===== src/rtl/fifo_pop_pkg.sv =====
// fifo_pop_pkg: shared constants and types
// for the FIFO pop-side drain controller.
package fifo_pop_pkg;

  localparam logic [3:0] EMPTY = 4'd0;
  localparam logic [3:0] ONE   = 4'd1;

  localparam int BUF_DEPTH = 3;

  typedef enum logic [1:0] {
    IDLE,
    RUN,
    FLUSH_WAIT,
    FLUSH
  } state_t;

  function automatic logic [1:0] ptr_inc(
    input logic [1:0] p
  );
    return (p == 2'(BUF_DEPTH - 1)) ?
      2'd0 : p + 2'd1;
  endfunction

endpackage


===== src/rtl/pop_skid_buf.sv =====
// pop_skid_buf: 3-entry circular buffer that
// absorbs words landing from the FIFO read port.
module pop_skid_buf
  import fifo_pop_pkg::*;
#(
  parameter int DW = 32
) (
  input  logic          clk,
  input  logic          rst,
  input  logic          clear,
  input  logic          push,
  input  logic          pop,
  input  logic [DW-1:0] wdata,
  output logic [DW-1:0] rdata,
  output logic [1:0]    occ
);

  logic [DW-1:0] mem [BUF_DEPTH];
  logic [1:0]    wr_ptr;
  logic [1:0]    rd_ptr;
  logic          do_push;
  logic          do_pop;

  assign do_pop  = pop && (occ != 2'd0);
  assign do_push = push &&
    ((occ != 2'(BUF_DEPTH)) || do_pop);

  // Head word, forced to zero when empty.
  assign rdata = (occ != 2'd0) ?
    mem[rd_ptr] : '0;

  // Pointer and occupancy bookkeeping.
  always_ff @(posedge clk or posedge rst) begin
    if (rst) begin
      wr_ptr <= 2'd0;
      rd_ptr <= 2'd0;
      occ    <= 2'd0;
    end else if (clear) begin
      wr_ptr <= 2'd0;
      rd_ptr <= 2'd0;
      occ    <= 2'd0;
    end else begin
      if (do_push) wr_ptr <= ptr_inc(wr_ptr);
      if (do_pop)  rd_ptr <= ptr_inc(rd_ptr);
      unique case ({do_push, do_pop})
        2'b10:   occ <= occ + 2'd1;
        2'b01:   occ <= occ - 2'd1;
        default: occ <= occ;
      endcase
    end
  end

  // Storage write; contents are don't-care
  // outside the occupied window.
  always_ff @(posedge clk) begin
    if (do_push && !clear) mem[wr_ptr] <= wdata;
  end

endmodule


===== src/rtl/fifo_pop_ctrl.sv =====
// fifo_pop_ctrl: drains a FIFO pop port into a
// valid/ready stream with flush sequencing.
module fifo_pop_ctrl
  import fifo_pop_pkg::*;
#(
  parameter int DATA_WIDTH = 32,
  parameter int CNT_WIDTH  = 16
) (
  input  logic                  Pop_Clk,
  input  logic                  Async_Flush,
  input  logic [3:0]            POP_FLAG,
  input  logic [DATA_WIDTH-1:0] DOUT,
  output logic                  POP,
  output logic                  Pop_Clk_En,
  output logic                  Fifo_Pop_Flush,
  input  logic                  Enable,
  input  logic                  Flush_Req,
  output logic [DATA_WIDTH-1:0] M_Data,
  output logic                  M_Valid,
  input  logic                  M_Ready,
  output logic [CNT_WIDTH-1:0]  Pop_Count,
  output logic                  Busy
);

  state_t         state;
  logic           in_flight;
  logic [1:0]     occ;
  logic           room;
  logic           flag_ok;
  logic           pop_go;
  logic           clear;
  logic           xfer;
  logic [CNT_WIDTH-1:0] cnt;

  // POP_FLAG lags a pop by one cycle, so a
  // single-word flag is stale while in flight.
  assign room = ({1'b0, occ} +
    {2'b00, in_flight}) < 3'(BUF_DEPTH);
  assign flag_ok = (POP_FLAG != EMPTY) &&
    ((POP_FLAG != ONE) || !in_flight);
  assign pop_go = (state == RUN) &&
    !Flush_Req && room && flag_ok;

  assign POP            = pop_go;
  assign Pop_Clk_En     = pop_go;
  assign clear          = (state == FLUSH);
  assign Fifo_Pop_Flush = clear;
  assign M_Valid        = (occ != 2'd0) && !clear;
  assign xfer           = M_Valid && M_Ready;
  assign Busy = (state != IDLE) || (occ != 2'd0);
  assign Pop_Count      = cnt;

  pop_skid_buf #(
    .DW (DATA_WIDTH)
  ) u_buf (
    .clk   (Pop_Clk),
    .rst   (Async_Flush),
    .clear (clear),
    .push  (in_flight),
    .pop   (xfer),
    .wdata (DOUT),
    .rdata (M_Data),
    .occ   (occ)
  );

  // Control FSM and the one-deep in-flight flag.
  always_ff @(posedge Pop_Clk or posedge Async_Flush) begin
    if (Async_Flush) begin
      state     <= IDLE;
      in_flight <= 1'b0;
    end else begin
      in_flight <= pop_go;
      unique case (state)
        IDLE: begin
          if (Flush_Req)   state <= FLUSH_WAIT;
          else if (Enable) state <= RUN;
        end
        RUN: begin
          if (Flush_Req)    state <= FLUSH_WAIT;
          else if (!Enable) state <= IDLE;
        end
        FLUSH_WAIT: begin
          if (!in_flight) state <= FLUSH;
        end
        FLUSH: state <= IDLE;
        default: state <= IDLE;
      endcase
    end
  end

  // Count stream hand-offs, wrapping freely.
  always_ff @(posedge Pop_Clk or posedge Async_Flush) begin
    if (Async_Flush) cnt <= '0;
    else if (xfer)   cnt <= cnt + CNT_WIDTH'(1);
  end

endmodule


===== config.mk =====
export PLATFORM = sky130hd
export DESIGN_NAME = fifo_pop_ctrl
export DESIGN_NICKNAME = d
export VERILOG_FILES = /design/src/rtl/fifo_pop_pkg.sv /design/src/rtl/pop_skid_buf.sv /design/src/rtl/fifo_pop_ctrl.sv
export SDC_FILE = /design/constraint.sdc
export NUM_CORES = 1
export LEC_CHECK = 0
export CAP_MARGIN = 20
export CORE_ASPECT_RATIO = 1.2
export CORE_MARGIN = 8
export CORE_UTILIZATION = 52
export CTS_CLUSTER_SIZE = 8
export DETAILED_ROUTE_END_ITERATION = 8
export PLACE_DENSITY = 0.85
export SYNTH_ARGS = -nofsm -noshare
export SYNTH_HDL_FRONTEND = slang
export SYNTH_SLANG_ARGS = --single-unit

===== constraint.sdc =====
create_clock -name Pop_Clk -period 5.2 [get_ports Pop_Clk]
set_input_delay 0.52 -clock Pop_Clk [delete_from_list [all_inputs] [get_ports Pop_Clk]]
set_output_delay 0.52 -clock Pop_Clk [all_outputs]
set_load 0.01 [all_outputs]

* After elaboration in Yosys (flattened, before gate mapping)
Memories as Yosys holds them, arrays and structs flattened. Index checks and enable logic that the tools add are counted. Widths: inputs -> output; s select.
Word-level totals: flip-flop bits (word level) 25, memory bits (writable) 96, bits of input ports 41, word-level logic and storage cells 66, memories 1
Memory list:
- u_buf.mem | depth 3, width 32, read ports 1, clocked after memory_dff 0, write ports 1, line pop_skid_buf.sv:18 | logic [DW-1:0] mem [BUF_DEPTH];
Operators by class: $add $sub $neg 6, $lt $le $gt $ge 1, equal/unequal tests 12, mux-type cells 17, reduce and logical (&&, ||, !) cells 23
Operator list (number):
- $mux 32 | 1
- $mux 2 | 12
- $add 16x1->16 const B | 1
- $eq 2x2->1 const B | 5
- $logic_and 1x1->1 | 9
- $pmux 2 s4 | 1
- $reduce_bool 2->1 | 4
- $add 2x1->2 const B | 3
- $ne 3x3->1 const B | 2
- $eq 2x1->1 const B | 2
- $ne 2x2->1 const B | 2
- $ne 4x1->1 const B | 1
- $pmux 2 s2 | 1
- $reduce_bool 4->1 | 1
- $add 2x1->3 | 1
- $logic_not 1->1 | 3
- $logic_or 1x1->1 | 3
- $lt 3x2->1 const B | 1
- $reduce_and 3->1 | 1
- $reduce_bool 3->1 | 1
- $logic_not 2->1 | 1
- $mux 1 | 2
- $sub 2x1->2 const B | 1

* Depth between registers and ports, before layout
depth after elaboration 10, depth in mapped cells 6

* Hierarchy
A second synthesis with hierarchy kept.
Unflattened totals: cells, all modules 324, area total of the unflattened synthesis 5031.1 µm²
Modules (own cells, without submodules):
- pop_skid_buf | times used 1, cells each 241, area each 4125.2 µm², seq. area each 3032.9 µm²
- fifo_pop_ctrl | times used 1, cells each 83, area each 905.9 µm², seq. area each 475.5 µm²

* Least setup slack after synthesis
OpenSTA, ideal clock, no wires.
path kind reg-to-reg, from reg u_buf.occ[1], to mem u_buf.mem[2][0], enable pin, library setup time 0.468 ns, arrival time 3.371 ns, setup slack 1.361 ns, cell stages (with the launch flop) 6, cells stage by stage dfrtp_1 -> clkbuf_2 -> nand2_1 -> o21ai_0 -> or2b_1 -> nor3b_1
Between the ends: word-level cells in the longest chain between the ends 9, elaborated cells between the ends (all ways) 10, those cells by class eq/ne (1); mux (2); reduce/logical (7)
RTL lines:
- start: declaration | line pop_skid_buf.sv:15 | output logic [1:0] occ
- start signal: assignment | line pop_skid_buf.sv:46 | 2'b10: occ <= occ + 2'd1;
- start signal: assignment | line pop_skid_buf.sv:47 | 2'b01: occ <= occ - 2'd1;
- $reduce_bool 2->1 | line pop_skid_buf.sv:24, fifo_pop_ctrl.sv:48
- $logic_and 1x1->1 | line fifo_pop_ctrl.sv:48 | assign M_Valid = (occ != 2'd0) && !clear;
- $logic_and 1x1->1 | line fifo_pop_ctrl.sv:49 | assign xfer = M_Valid && M_Ready;
- $logic_and 1x1->1 | line pop_skid_buf.sv:24 | assign do_pop = pop && (occ != 2'd0);
- $logic_or 1x1->1 (*) | line pop_skid_buf.sv:26 | ((occ != 2'(BUF_DEPTH)) || do_pop);
- $logic_and 1x1->1 (*) | line pop_skid_buf.sv:25 | assign do_push = push &&
- $logic_and 1x1->1 (*) | line pop_skid_buf.sv:56 | if (do_push && !clear) mem[wr_ptr] <= wdata;
- $mux 1 (*) | line pop_skid_buf.sv:56
- $mux 1 (not written as such) (*) | line pop_skid_buf.sv:56
- end: declaration | line pop_skid_buf.sv:18
Every way passes the cells marked *; elsewhere a longest branch is shown, timed or not.

* Worst setup path in the final report
from reg u_buf.occ[0], to out Pop_Clk_En
Between the ends: word-level cells in the longest chain between the ends 4
RTL lines:
- $add 2x1->3 | line fifo_pop_ctrl.sv:37 | assign room = ({1'b0, occ} +
- $lt 3x2->1 | line fifo_pop_ctrl.sv:38 | {2'b00, in_flight}) < 3'(BUF_DEPTH);
- $logic_and 1x1->1 (2 in a row) | line fifo_pop_ctrl.sv:42 | !Flush_Req && room && flag_ok;
- end: declaration | line fifo_pop_ctrl.sv:14 | output logic Pop_Clk_En,
No other way between the ends.

==> results by group <==
Status
  • Status: finished clean

Detailed routing
  • Post-DR vias/cell: 5.16
  • Final WL: 9910 um
  • Initial DRC count: 158
  • Post-route DRC: 0
  • Vias: 3033
  • WL per Instance: between 15 and 20 um
  • Final ANT Viol Nets: 0
  • Drt pass-1 iters: 4

Clock network
  • Resize count post-CTS: 0
  • CTS H-tree depth: 4
  • Num CTS Buffers: 17
  • Clock slew at reported path FFs: 50 ps
  • Clock buffer depth: 2
  • Clk sinks: 121
  • Skew-Pair Late Insertion Delay: 400 ps
  • CTS Root Cell: clkbuf_16
  • Hold_buf cts: 0
  • TritonCTS clock tree: yes
  • Setup Buffers After CTS: 0

Logic synthesis
  • Sequential cell area fraction in the yosys report: a little over 70%
  • Post-synth top area share: 58.9%
  • Top post-synthesis cells by area: edfxtp_1, dfrtp_1, mux2i_1
  • Post-Synthesis Cells: about 360
  • Syn Area/Cell: 13.8 um^2
  • Post-synth top area cell: edfxtp_1
  • Mapped Area: about 0.005 mm^2
  • EDFF count, synth: 96
  • Syn_nets: 399
  • Post-synth ARST share: roughly a fifth
  • Yosys warnings: 0
  • Yosys reg bits: 121
  • Post-synth cell types: 37
  • Main synth FF type: edfxtp_1

GRT
  • Vias in the first global route: 3169
  • Grt ovf: 0
  • GRT Overall Usage: 15.9%
  • Initial antenna violation count: 0
  • Largest net degree at the start of global routing: 67
  • First-pass GRT wire length: 15700 um

STA
  • Hold Slack: 464 ps
  • Actual slew at the worst max-slew pin: between 1000 and 1500 ps
  • Slew HR: about 30%
  • Clk_skew: 5.71 ps
  • Minimum clock period: 3360 ps
  • Max-slew violation count: 0
  • Final setup fails: 0
  • Fin. Hold Viols: 0
  • F_max: between 200 and 300 MHz
  • Setup TNS: 0 ps
  • Period utilisation layout: 64.7%
  • RSZ-0062 raised after global routing: false

Critical path
  • CP delay by family, top: buffers and inverters
  • Setup crit end kind: primary output
  • Kind of critical path: flop to primary output
  • Crit path cell chain: ha_1 > ha_1 > or4b_2 > a211oi_1 > clkdlybuf4s50_1
  • Worst path max stage delay: between 600 and 700 ps
  • Slowest CP cell: clkdlybuf4s50_1
  • Most used cell, CP: ha_1
  • Critical Path Fanout Max: 7
  • CP startpoint kind: flop
  • Crit path buf inv count: 1
  • CP required: 4680 ps
  • CP Data Arrival Time: 2840 ps

Power and ir drop
  • Total power: approximately 3300 uW
  • Peak VDD IR: 256 uV
  • Clk pwr share: a little over a third
  • Pwr Density: 503 mW/mm^2
  • Sequential power share: between 30% and 40%
  • Internal: 2360 uW
  • NetSw: 939 uW
  • Sw Ratio: 28.5%
  • LEAKAGE: 0.00234 uW
  • Combinational share of power: 25.6%

Finish
  • Fin util: between 70% and 80%
  • Antenna fix cells: 0
  • Most frequent cells in the layout: edfxtp_1, clkdlybuf4s50_1, nor2_1, a21oi_1, mux2i_1
  • Nets: 497
  • Layout area overhead: 33.9%
  • Share of layout cells above drive strength 1: between 8 and 9%
  • Commonest non-fill, non-tap cell in the layout: edfxtp_1

Placed design
  • Hpwl dp: 5990 um
  • Routability Congestion: 0.756
  • I/O Buffers: 93

Floorplanning
  • Row Count: 39
  • Die width: 105 um
  • Core box area: ~0.0093 mm^2
  • # IOs: 94
  • Die area: roughly 0.013 mm^2
  • Initial Utilization: 52.5%
  • Die height: between 100 and 150 um

Min path
  • HP Class: flop to flop

Job
  • Max-Cap Viols: 0
==> power groups by stage <==
| stage | Clock, uW | Combinational (uW) | Sequential [uW] |
|---|---|---|---|
| 4_1_cts | 1190 | 813 | 1320 |
| 2_1_floorplan | 0 | 556 | 1220 |
| 5_1_grt | 1230 | 930 | 1300 |
| 3_5_place_dp | 0 | 802 | 1340 |
| 3_3_place_gp | 0 | 786 | 1330 |
| 6_report | 1170 | 846 | 1280 |
==> final timing paths <==
check / start / cells after the start / slack, ps / to
setup / recovery: u_buf.occ[0]$_DFFE_PP0P_ / 5 / 1840 / Pop_Clk_En
hold reg to reg: Pop_Count[15]$_DFFE_PP0N_ / 1 / 460 / Pop_Count[15]$_DFFE_PP0N_
max in group asynchronous: Async_Flush / 2 / 3920 / u_buf.rd_ptr[1]$_DFFE_PP0P_
hold / removal: Pop_Count[15]$_DFFE_PP0N_ / 1 / 460 / Pop_Count[15]$_DFFE_PP0N_
min in group asynchronous: Async_Flush / 2 / 640 / Pop_Count[2]$_DFFE_PP0N_
setup reg to reg: u_buf.occ[1]$_DFFE_PP0P_ / 4 / 2850 / u_buf.mem[1][12]$_DFFE_PP_
==> metal layers <==
metal  share of wire, %  track usage, %
met3                5.9            6.51
met1                 42            17.0
met2                 52            27.4
met4               0.69            6.70
met5                  0               0
==> area by class of cell <==
class                   instances  area (um^2)
inverters                       5         18.8
flip-flops and latches        121         3510
repair buffers                 96          966
clock inverters                12          156
well taps                     123          154
clock buffers                  19          433
multi-input cells             212         1320
fillers                       624         2760
==> stage by stage <==
stage          cell area (um^2)  std cells  setup slack [ps]
2_1_floorplan              4900        355              1360
3_3_place_gp               5950        556              2160
3_5_place_dp               5950        556              2070
4_1_cts                    6540        587              1790
5_1_grt                    6560        588              1670
6_report                   6560        588              1840
==> logic make-up after synthesis <==
| logic type | count (synthesis) | share of synthesized area (%) |
|---|---|---|
| xor gates and xnor gates | 15 | 2.68 |
| buffers and inverters | 22 | 1.92 |
| adders and majority gates | 3 | 0.767 |
| DFF | 121 | 71.6 |
| AOI/OAI and AO/OA | 44 | 4.75 |
| and+or+nand+nor | 117 | 11.5 |
| muxes | 33 | 6.75 |
==> worst register-to-register path, cell delays in order, from the launching register on <==
cell	delay, ps
dfrtp_1	480
nand2_1	100
o21ai_0	200
or2b_1	380
nor2b_4	800
==> synth_stat cells (2+ instances only) <==
cell / n
edfxtp_1: 96
nor2_1: 68
a21oi_1: 35
mux2i_1: 33
dfrtp_1: 25
xnor2_1: 14
nand2_1: 13
clkbuf_1: 9
nand3_1: 8
buf_2: 5
nand4_1: 5
inv_1: 4
o21ai_0: 4
and3_1: 3
ha_1: 3
nor2b_1: 3
and4_1: 2
nor3_1: 2
nor4_4: 2
o31ai_1: 2
or2b_1: 2
or3_1: 2
==> flip-flops by register name, summed over array words and instances, names as in the netlist <==
register,cells
u_buf.wr_ptr,2
u_buf.rd_ptr,2
in_flight,1
u_buf.mem,96
state,2
Pop_Count,16
u_buf.occ,2
No activity file was read; power rests on OpenSTA's default activity.
